`src/rtl/dcache_dm.sv`:
```
// Direct-mapped, write-back, write-allocate data cache with one-word lines.
// On halt it writes back every dirty line, stores the hit count, then raises flushed.
module dcache_dm #(
  parameter int          SETS     = 16,
  parameter int          IDX_W    = $clog2(SETS),
  parameter logic [31:0] CNT_ADDR = 32'h3100
) (
  input  logic        CLK,
  input  logic        nRST,
  input  logic        halt,
  input  logic        dmemREN,
  input  logic        dmemWEN,
  input  logic [31:0] dmemaddr,
  input  logic [31:0] dmemstore,
  output logic        dhit,
  output logic [31:0] dmemload,
  output logic        flushed,
  output logic        dREN,
  output logic        dWEN,
  output logic [31:0] daddr,
  output logic [31:0] dstore,
  input  logic        dwait,
  input  logic [31:0] dload
);

  localparam int TAG_W = 32 - IDX_W - 2;
  localparam logic [IDX_W-1:0] LAST_IDX = IDX_W'(SETS - 1);

  typedef enum logic [2:0] {
    S_IDLE, S_WB, S_ALLOC, S_FLUSH, S_CNT, S_DONE
  } state_t;

  state_t             state_q, state_d;
  logic [SETS-1:0]    valid_q, valid_d;
  logic [SETS-1:0]    dirty_q, dirty_d;
  logic [TAG_W-1:0]   tag_q  [SETS];
  logic [TAG_W-1:0]   tag_d  [SETS];
  logic [31:0]        data_q [SETS];
  logic [31:0]        data_d [SETS];
  logic [31:0]        hit_cnt_q, hit_cnt_d;
  logic [IDX_W-1:0]   flush_idx_q, flush_idx_d;
  logic               replay_q, replay_d;

  logic [IDX_W-1:0]   req_idx;
  logic [TAG_W-1:0]   req_tag;
  logic               req;
  logic               req_hit;
  logic               unused_addr_lsb;

  assign req_idx         = dmemaddr[IDX_W+1:2];
  assign req_tag         = dmemaddr[31:IDX_W+2];
  assign req             = dmemREN | dmemWEN;
  assign req_hit         = valid_q[req_idx] && (tag_q[req_idx] == req_tag);
  assign unused_addr_lsb = ^dmemaddr[1:0];

  always_ff @(posedge CLK or negedge nRST) begin
    if (!nRST) begin
      state_q     <= S_IDLE;
      valid_q     <= '0;
      dirty_q     <= '0;
      tag_q       <= '{default: '0};
      data_q      <= '{default: '0};
      hit_cnt_q   <= '0;
      flush_idx_q <= '0;
      replay_q    <= 1'b0;
    end else begin
      state_q     <= state_d;
      valid_q     <= valid_d;
      dirty_q     <= dirty_d;
      tag_q       <= tag_d;
      data_q      <= data_d;
      hit_cnt_q   <= hit_cnt_d;
      flush_idx_q <= flush_idx_d;
      replay_q    <= replay_d;
    end
  end

  always_comb begin
    state_d     = state_q;
    valid_d     = valid_q;
    dirty_d     = dirty_q;
    tag_d       = tag_q;
    data_d      = data_q;
    hit_cnt_d   = hit_cnt_q;
    flush_idx_d = flush_idx_q;
    replay_d    = replay_q;
    dhit        = 1'b0;
    dmemload    = '0;
    flushed     = 1'b0;
    dREN        = 1'b0;
    dWEN        = 1'b0;
    daddr       = '0;
    dstore      = '0;

    unique case (state_q)
      S_IDLE: begin
        dmemload = data_q[req_idx];
        replay_d = 1'b0;
        if (halt) begin
          state_d = S_FLUSH;
        end else if (req) begin
          if (req_hit) begin
            dhit = 1'b1;
            // The hit that completes a fill was already paid for as a miss.
            if (!replay_q) hit_cnt_d = hit_cnt_q + 32'd1;
            if (dmemWEN) begin
              data_d[req_idx]  = dmemstore;
              dirty_d[req_idx] = 1'b1;
            end
          end else if (valid_q[req_idx] && dirty_q[req_idx]) begin
            state_d = S_WB;
          end else begin
            state_d = S_ALLOC;
          end
        end
      end

      S_WB: begin
        dWEN   = 1'b1;
        daddr  = {tag_q[req_idx], req_idx, 2'b00};
        dstore = data_q[req_idx];
        if (!dwait) begin
          dirty_d[req_idx] = 1'b0;
          state_d          = S_ALLOC;
        end
      end

      S_ALLOC: begin
        dREN  = 1'b1;
        daddr = {dmemaddr[31:2], 2'b00};
        if (!dwait) begin
          valid_d[req_idx] = 1'b1;
          dirty_d[req_idx] = 1'b0;
          tag_d[req_idx]   = req_tag;
          data_d[req_idx]  = dload;
          replay_d         = 1'b1;
          state_d          = S_IDLE;
        end
      end

      S_FLUSH: begin
        if (valid_q[flush_idx_q] && dirty_q[flush_idx_q]) begin
          dWEN   = 1'b1;
          daddr  = {tag_q[flush_idx_q], flush_idx_q, 2'b00};
          dstore = data_q[flush_idx_q];
          if (!dwait) begin
            dirty_d[flush_idx_q] = 1'b0;
            flush_idx_d          = flush_idx_q + 1'b1;
            if (flush_idx_q == LAST_IDX) state_d = S_CNT;
          end
        end else begin
          flush_idx_d = flush_idx_q + 1'b1;
          if (flush_idx_q == LAST_IDX) state_d = S_CNT;
        end
      end

      S_CNT: begin
        dWEN   = 1'b1;
        daddr  = CNT_ADDR;
        dstore = hit_cnt_q;
        if (!dwait) state_d = S_DONE;
      end

      S_DONE: begin
        flushed = 1'b1;
      end

      default: begin
        state_d = S_IDLE;
      end
    endcase
  end

endmodule
```
`config.mk`:
```
export PLATFORM = sky130hd
export DESIGN_NAME = dcache_dm
export DESIGN_NICKNAME = d
export VERILOG_FILES = /design/src/rtl/dcache_dm.sv
export SDC_FILE = /design/constraint.sdc
export NUM_CORES = 2
export LEC_CHECK = 0
export ABC_AREA = 1
export ABC_CLOCK_PERIOD_IN_PS = 3050
export BUFFER_PORTS_ARGS = -buffer_cell sky130_fd_sc_hd__buf_2
export CORE_MARGIN = 1.5
export CORE_UTILIZATION = 34
export CTS_CLUSTER_SIZE = 30
export DETAILED_ROUTE_END_ITERATION = 10
export MAX_ROUTING_LAYER = met4
export PLACE_DENSITY_LB_ADDON = 0.12
export SYNTH_ARGS = -nofsm -noshare
export SYNTH_HDL_FRONTEND = slang
export SYNTH_SLANG_ARGS = --single-unit
```
`constraint.sdc`:
```
create_clock -name CLK -period 3.05 [get_ports CLK]
set_clock_uncertainty 0.2 [all_clocks]
set_input_delay 0.4575 -clock CLK [delete_from_list [all_inputs] [get_ports CLK]]
set_output_delay 0.4575 -clock CLK [all_outputs]
set_load 0.05 [all_outputs]
```
==> Word-level counts from Yosys, hierarchy flattened <==
Cells that the tools add are included.
{ "totals": {"memories": 0, "ram_bits": 0, "out_inout_bits": 100, "in_bits": 102, "rom_bits": 0, "latchBits": 0, "ff_bits": 1000} }
{ "classes": {"mux": 73, "mul": 0, "reduce_logical": 18, "n_eq_ne": 21, "div": 0, "shifts": 0, "add_sub_neg": 2, "bitwise": 13, "magnitude_cmp": 7} }
{ "op_table": {"columns": ["op", "n"], "rows": [
  ["$mux W512", 5],
  ["$bwmux W512", 2],
  ["$pmux W512 S2", 1],
  ["$bwmux W416", 1],
  ["$bmux W32 S4", 2],
  ["$mux W32", 8],
  ["$bmux W26 S4", 2],
  ["$mux W26", 5],
  ["$demux W32 S4", 1],
  ["$pmux W32 S4", 1],
  ["$mux W16", 7],
  ["$demux W26 S4", 1],
  ["$pmux W32 S3", 1],
  ["$pmux W16 S3", 1],
  ["$add A32 B1 Y32 const B", 1],
  ["$and A16 B16 Y16", 2],
  ["$not A16 Y16", 2],
  ["$or A16 B16 Y16", 2],
  ["$mux W3", 9],
  ["$eq A26 B26 Y1", 1],
  ["$ne A2 B2 Y1 const B", 11],
  ["$pmux W3 S6", 1],
  ["$bmux W1 S4", 4],
  ["$mux W1", 14],
  ["other kinds (27)", 49]
]} }

==> Longest topological paths before layout <==
{ "depth": {"word_depth": 11, "ltp_mapped": 24} }

==> Worst setup path after synthesis <==
No wires, ideal clock.
{ "synth_path": {"path_kind": "input to output", "start": "input port dmemaddr[2]", "end": "output port dstore[10]", "t_arrival_ns": 3.035, "setup_slack_ns": -0.642, "stages": 11, "required_time_ns": 2.392, "path_buffers": 5, "path_cell_list": "buf_4 -> buf_4 -> nand2_1 -> buf_2 -> inv_1 -> clkbuf_1 -> clkbuf_1 -> a22oi_1 -> a21oi_1 -> nor4_1 -> o21ai_0"} }
{ "synth_between": {"elab_chain_len": 5} }
{ "synth_lines": {"columns": ["element", "line", "text"], "rows": [
  ["from (decl)", "13", "input logic [31:0] dmemaddr,"],
  ["$not A4 Y5 (not written as such)", "121", "dstore = data_q[req_idx];"],
  ["$bmux W32 S4", "121", null],
  ["$mux W32 (not written as such) (2 in a row)", "121", null],
  ["$pmux W32 S3", "95", "unique case (state_q)"],
  ["to (decl)", "21", "output logic [31:0] dstore,"]
]} }
No other way between the ends. The select of a mux whose other input is x is not followed.

==> Worst setup path in the final report <==
{ "layout_path": {"start": "register flush_idx_q[0]", "end": "output port dstore[14]"} }
{ "layout_between": {"elab_chain_len": 6, "word_cells_on_any_way": 11, "cone_classes": "9 x mux; 1 x bitwise; 1 x reduce/logical"} }
{ "layout_lines": {"columns": ["element", "line", "text"], "rows": [
  ["from (decl)", "41", "logic [IDX_W-1:0] flush_idx_q, flush_idx_d;"],
  ["from (signal assigned)", "73", "flush_idx_q <= flush_idx_d;"],
  ["$not A4 Y5 (not written as such)", "145", "dstore = data_q[flush_idx_q];"],
  ["$bmux W32 S4", "145", null],
  ["$mux W32 (not written as such) (2 in a row)", "145", null],
  ["$mux W32 (*)", "142", "if (valid_q[flush_idx_q] && dirty_q[flush_idx_q]) begin"],
  ["$pmux W32 S3 (*)", "95", null]
]} }
Mark *: on every way between the ends. The rest lies on a longest branch, timed or not. The select of a mux whose other input is x is not followed.

==> out/metrics.csv <==
metric,value,unit
status,finished with violations,
failing checks,negative setup slack,
P_leak,35.4,nW
DR WL met2,132000,um
CP max FO,24,
vias per cell,5.77,
Sink Count,1000,
die height,418,um
CTS tree,built,
Clock Latency Late Sink,0.80,ns
Die Area,175000,sq um
maxcap violations,0,
cell taking the most area after synthesis,dfrtp_1,
H-Tree Depth,3,
critical path launch point type,flip-flop,
Ys Warns,0,
dpl ws,-1.16,ns
fin crit share,1.31,
power per cell area,1070,nW/um^2
top layer used by detailed routing,met4,
"Seq/Total Area, Yosys",0.427,
antenna-violating nets left,0,
multi-input logic area,31000,sq um
root cell of the clock tree,clkbuf_16,
fmax,0.250,GHz
crit end category,output pin,
final instance area,75600,sq um
Worst Max-Slew Pin Slew,0.784,ns
Post-synth EDFFs,0,
Post-Syn Instances,8125,
post-DP HPWL,188000,um
Slew headroom,0.473,
vias in the first global route,60224,
fillers,17239,
initial drt markers,7017,
Post-Route M1 WL,119000,um
Final TNS setup,-68.53,ns
synth top area cells,"dfrtp_1 43%, nand2_1 21%, nand4_1 6.1%",
R2R cell count,20,
most instantiated library cell after synthesis,nand2_1,
met3 wire length,22800,um
Hold Slack,0.0373,ns
Post-Syn Area,58500,sq um
Post-Route WL,291000,um
critical path arrival,3.33,ns
Post-synth top flop,dfrtp_1,
Post-Synth Adder-Cell Area,0.00107,
overall routing resource usage,0.332,
Worst-path clk slew,0.06,ns
Remaining DRCs,0,
"Req. time, crit path",2.39,ns
Initial Utilization,0.342,
Synth top area share,0.427,
layout cells sized above 1,0.191,
Die X,418,um
I/O pins,202,
final setup margin,-0.942,ns
main combinational cell family by area after synthesis,simple AND/OR/NAND/NOR gates,
Synth Area in Simple Gates,0.299,
"Async S/R FF share, synth",1.00,
cell depth of the worst min-delay path,4,
mux contribution to synthesized area,0,
CTS Buf Count,120,
final hold vios,0,
total vias in the final route,63704,
post-layout min period,3.99,ns
RSZ-0062 raised after global routing,true,
Post-Place Cell Area,68700,sq um
complex-gate fraction of the synthesized area,0.192,
Layout area overhead,29.1,%
Placeable Area,171000,sq um
worst vdd ir,0.000596,V
Hold Path Class,in2reg,
# setup viols final,132,
first-pass GRT wire length,420000,um
Seq. cell area,25000,sq um
CP Class,reg2out,
xor/xnor share of the synthesized area,0.00494,
Avg Inst Size Synth,7.21,sq um
Yosys cell types,41,
Longest Clk Path Bufs,3,
PortBufs,197,
initial antenna violation count,4,
routed wire length per instance,26.3,um
Synth top cells by count,"3229 x nand2_1, 1000 x dfrtp_1, 691 x o21ai_0",
# nets final,8731,
routability cong.,0.942,
DRT Pass-1 Iters,6,
Rows,152,
global route overflow,0,
number of synthesized register bits,1000,
Final Slew Violations,0,
pin count of the biggest net entering global routing,77,
[power breakdown]
group	total [mW]	switching, mW	internal (mW)
Combinational	42.0	26.1	15.9
Sequential	23.6	4.65	19.0
Clock	15.2	6.41	8.77
[final timing paths]
kind / slack [ns] / end / startpoint
worst max-delay path: -0.94 / dstore[14] / flush_idx_q[0]
worst min-delay path: 0.04 / tag_q[212] / dmemaddr[10]
worst max register to register: -0.29 / hit_cnt_q[8] / tag_q[141]
worst min register to register: 0.28 / valid_q[2] / valid_q[2]
max in group asynchronous: 1.57 / data_q[155] / nRST
min in group asynchronous: 0.11 / tag_q[399] / nRST
[cells in the final DEF, fill, tap and decap left out, types with 15 or more instances in the layout]
| cell type | count |
|---|---|
| o21ai_1 | 78 |
| dfrtp_1 | 997 |
| buf_6 | 73 |
| a22oi_1 | 326 |
| a32o_1 | 61 |
| xor2_1 | 33 |
| a32oi_1 | 25 |
| inv_2 | 19 |
| clkbuf_16 | 131 |
| nand2_1 | 3157 |
| nand4_1 | 571 |
| nor4_2 | 15 |
| o221ai_4 | 20 |
| clkinv_2 | 30 |
| o221ai_2 | 16 |
| o211ai_1 | 29 |
| a221oi_2 | 23 |
| o22ai_1 | 52 |
| nor2_1 | 172 |
| nand3_1 | 41 |
| buf_2 | 117 |
| nand2_2 | 67 |
| a221oi_1 | 23 |
| clkbuf_8 | 28 |
| nor3_1 | 39 |
| a21oi_1 | 493 |
| buf_16 | 16 |
| buf_4 | 670 |
| nor2_2 | 45 |
| clkbuf_1 | 21 |
| buf_12 | 199 |
| inv_1 | 227 |
| o21ai_0 | 639 |
| a22oi_2 | 21 |
| o21ai_2 | 27 |
| nor2_4 | 41 |
| nand3_2 | 17 |
[per-layer routing]
metal | track usage | vias up
met2 | 0.513 | 3246
met3 | 0.0473 | 723
met4 | 0.166 | 0
met1 | 0.424 | 30984
met5 | - | -
li1 | - | 28751
[flip-flops by register name (all words and copies together), names as in the netlist]
name,flops
dirty_q,16
replay_q,1
hit_cnt_q,32
data_q,512
tag_q,416
state_q,3
valid_q,16
flush_idx_q,4
[layout make-up]
type                            instances  share of cell area
Sequential cell                      1000               0.331
Timing Repair inverter                  1            0.000215
Clock buffer                          170              0.0462
Clock inverter                         50             0.00741
Multi-Input combinational cell       6121               0.410
Inverter                              267              0.0141
Tap cell                             2310              0.0382
Antenna cell                            3           0.0000993
Timing Repair Buffer                 1113               0.152
[logic make-up (layout without fill, tap and decap cells)]
group / count (synthesis) / count (layout)
and+or+nand+nor: 4201 / 4201
adders and majority gates: 5 / 5
xor gates and xnor gates: 33 / 33
buffers and inverters: 1005 / 1601
other: 1 / 5
AOI/OAI and AO/OA: 1880 / 1880
DFF: 1000 / 1000
[worst max-delay path, cell delays in order (launching register included)]
cell and delay, ns:
dfrtp_4 0.58, inv_16 0.16, buf_12 0.19, buf_12 0.20
nand2_1 0.07, a32oi_1 0.20, o22ai_1 0.14, a221oi_2 0.23
buf_4 0.20, a22oi_2 0.07, buf_4 0.18, o21ai_2 0.06
buf_6 0.18
[repair_timing]
item | 4_1_cts | 5_1_grt
endpoints found under the hold margin | 273 | 0
buffers inserted | 21 | 28
cloned | 6 | 10
pin swaps | 49 | 43
setup endpoints to repair | 660 | 657
hold buffers | 12 | 0
gates resized for setup | 349 | 140
[metrics by stage]
| stage | std cells | util | power (mW) |
|---|---|---|---|
| after CTS | 10994 | 0.436 | 79.2 |
| after detailed placement | 10738 | 0.401 | 61.9 |
| after floorplan | 8126 | - | 45.2 |
| after global routing | 11034 | 0.441 | 85.3 |
| final | 11035 | 0.441 | 80.9 |
| after global placement | 10738 | 0.401 | 61.4 |
(Power assumes the default switching activity.)
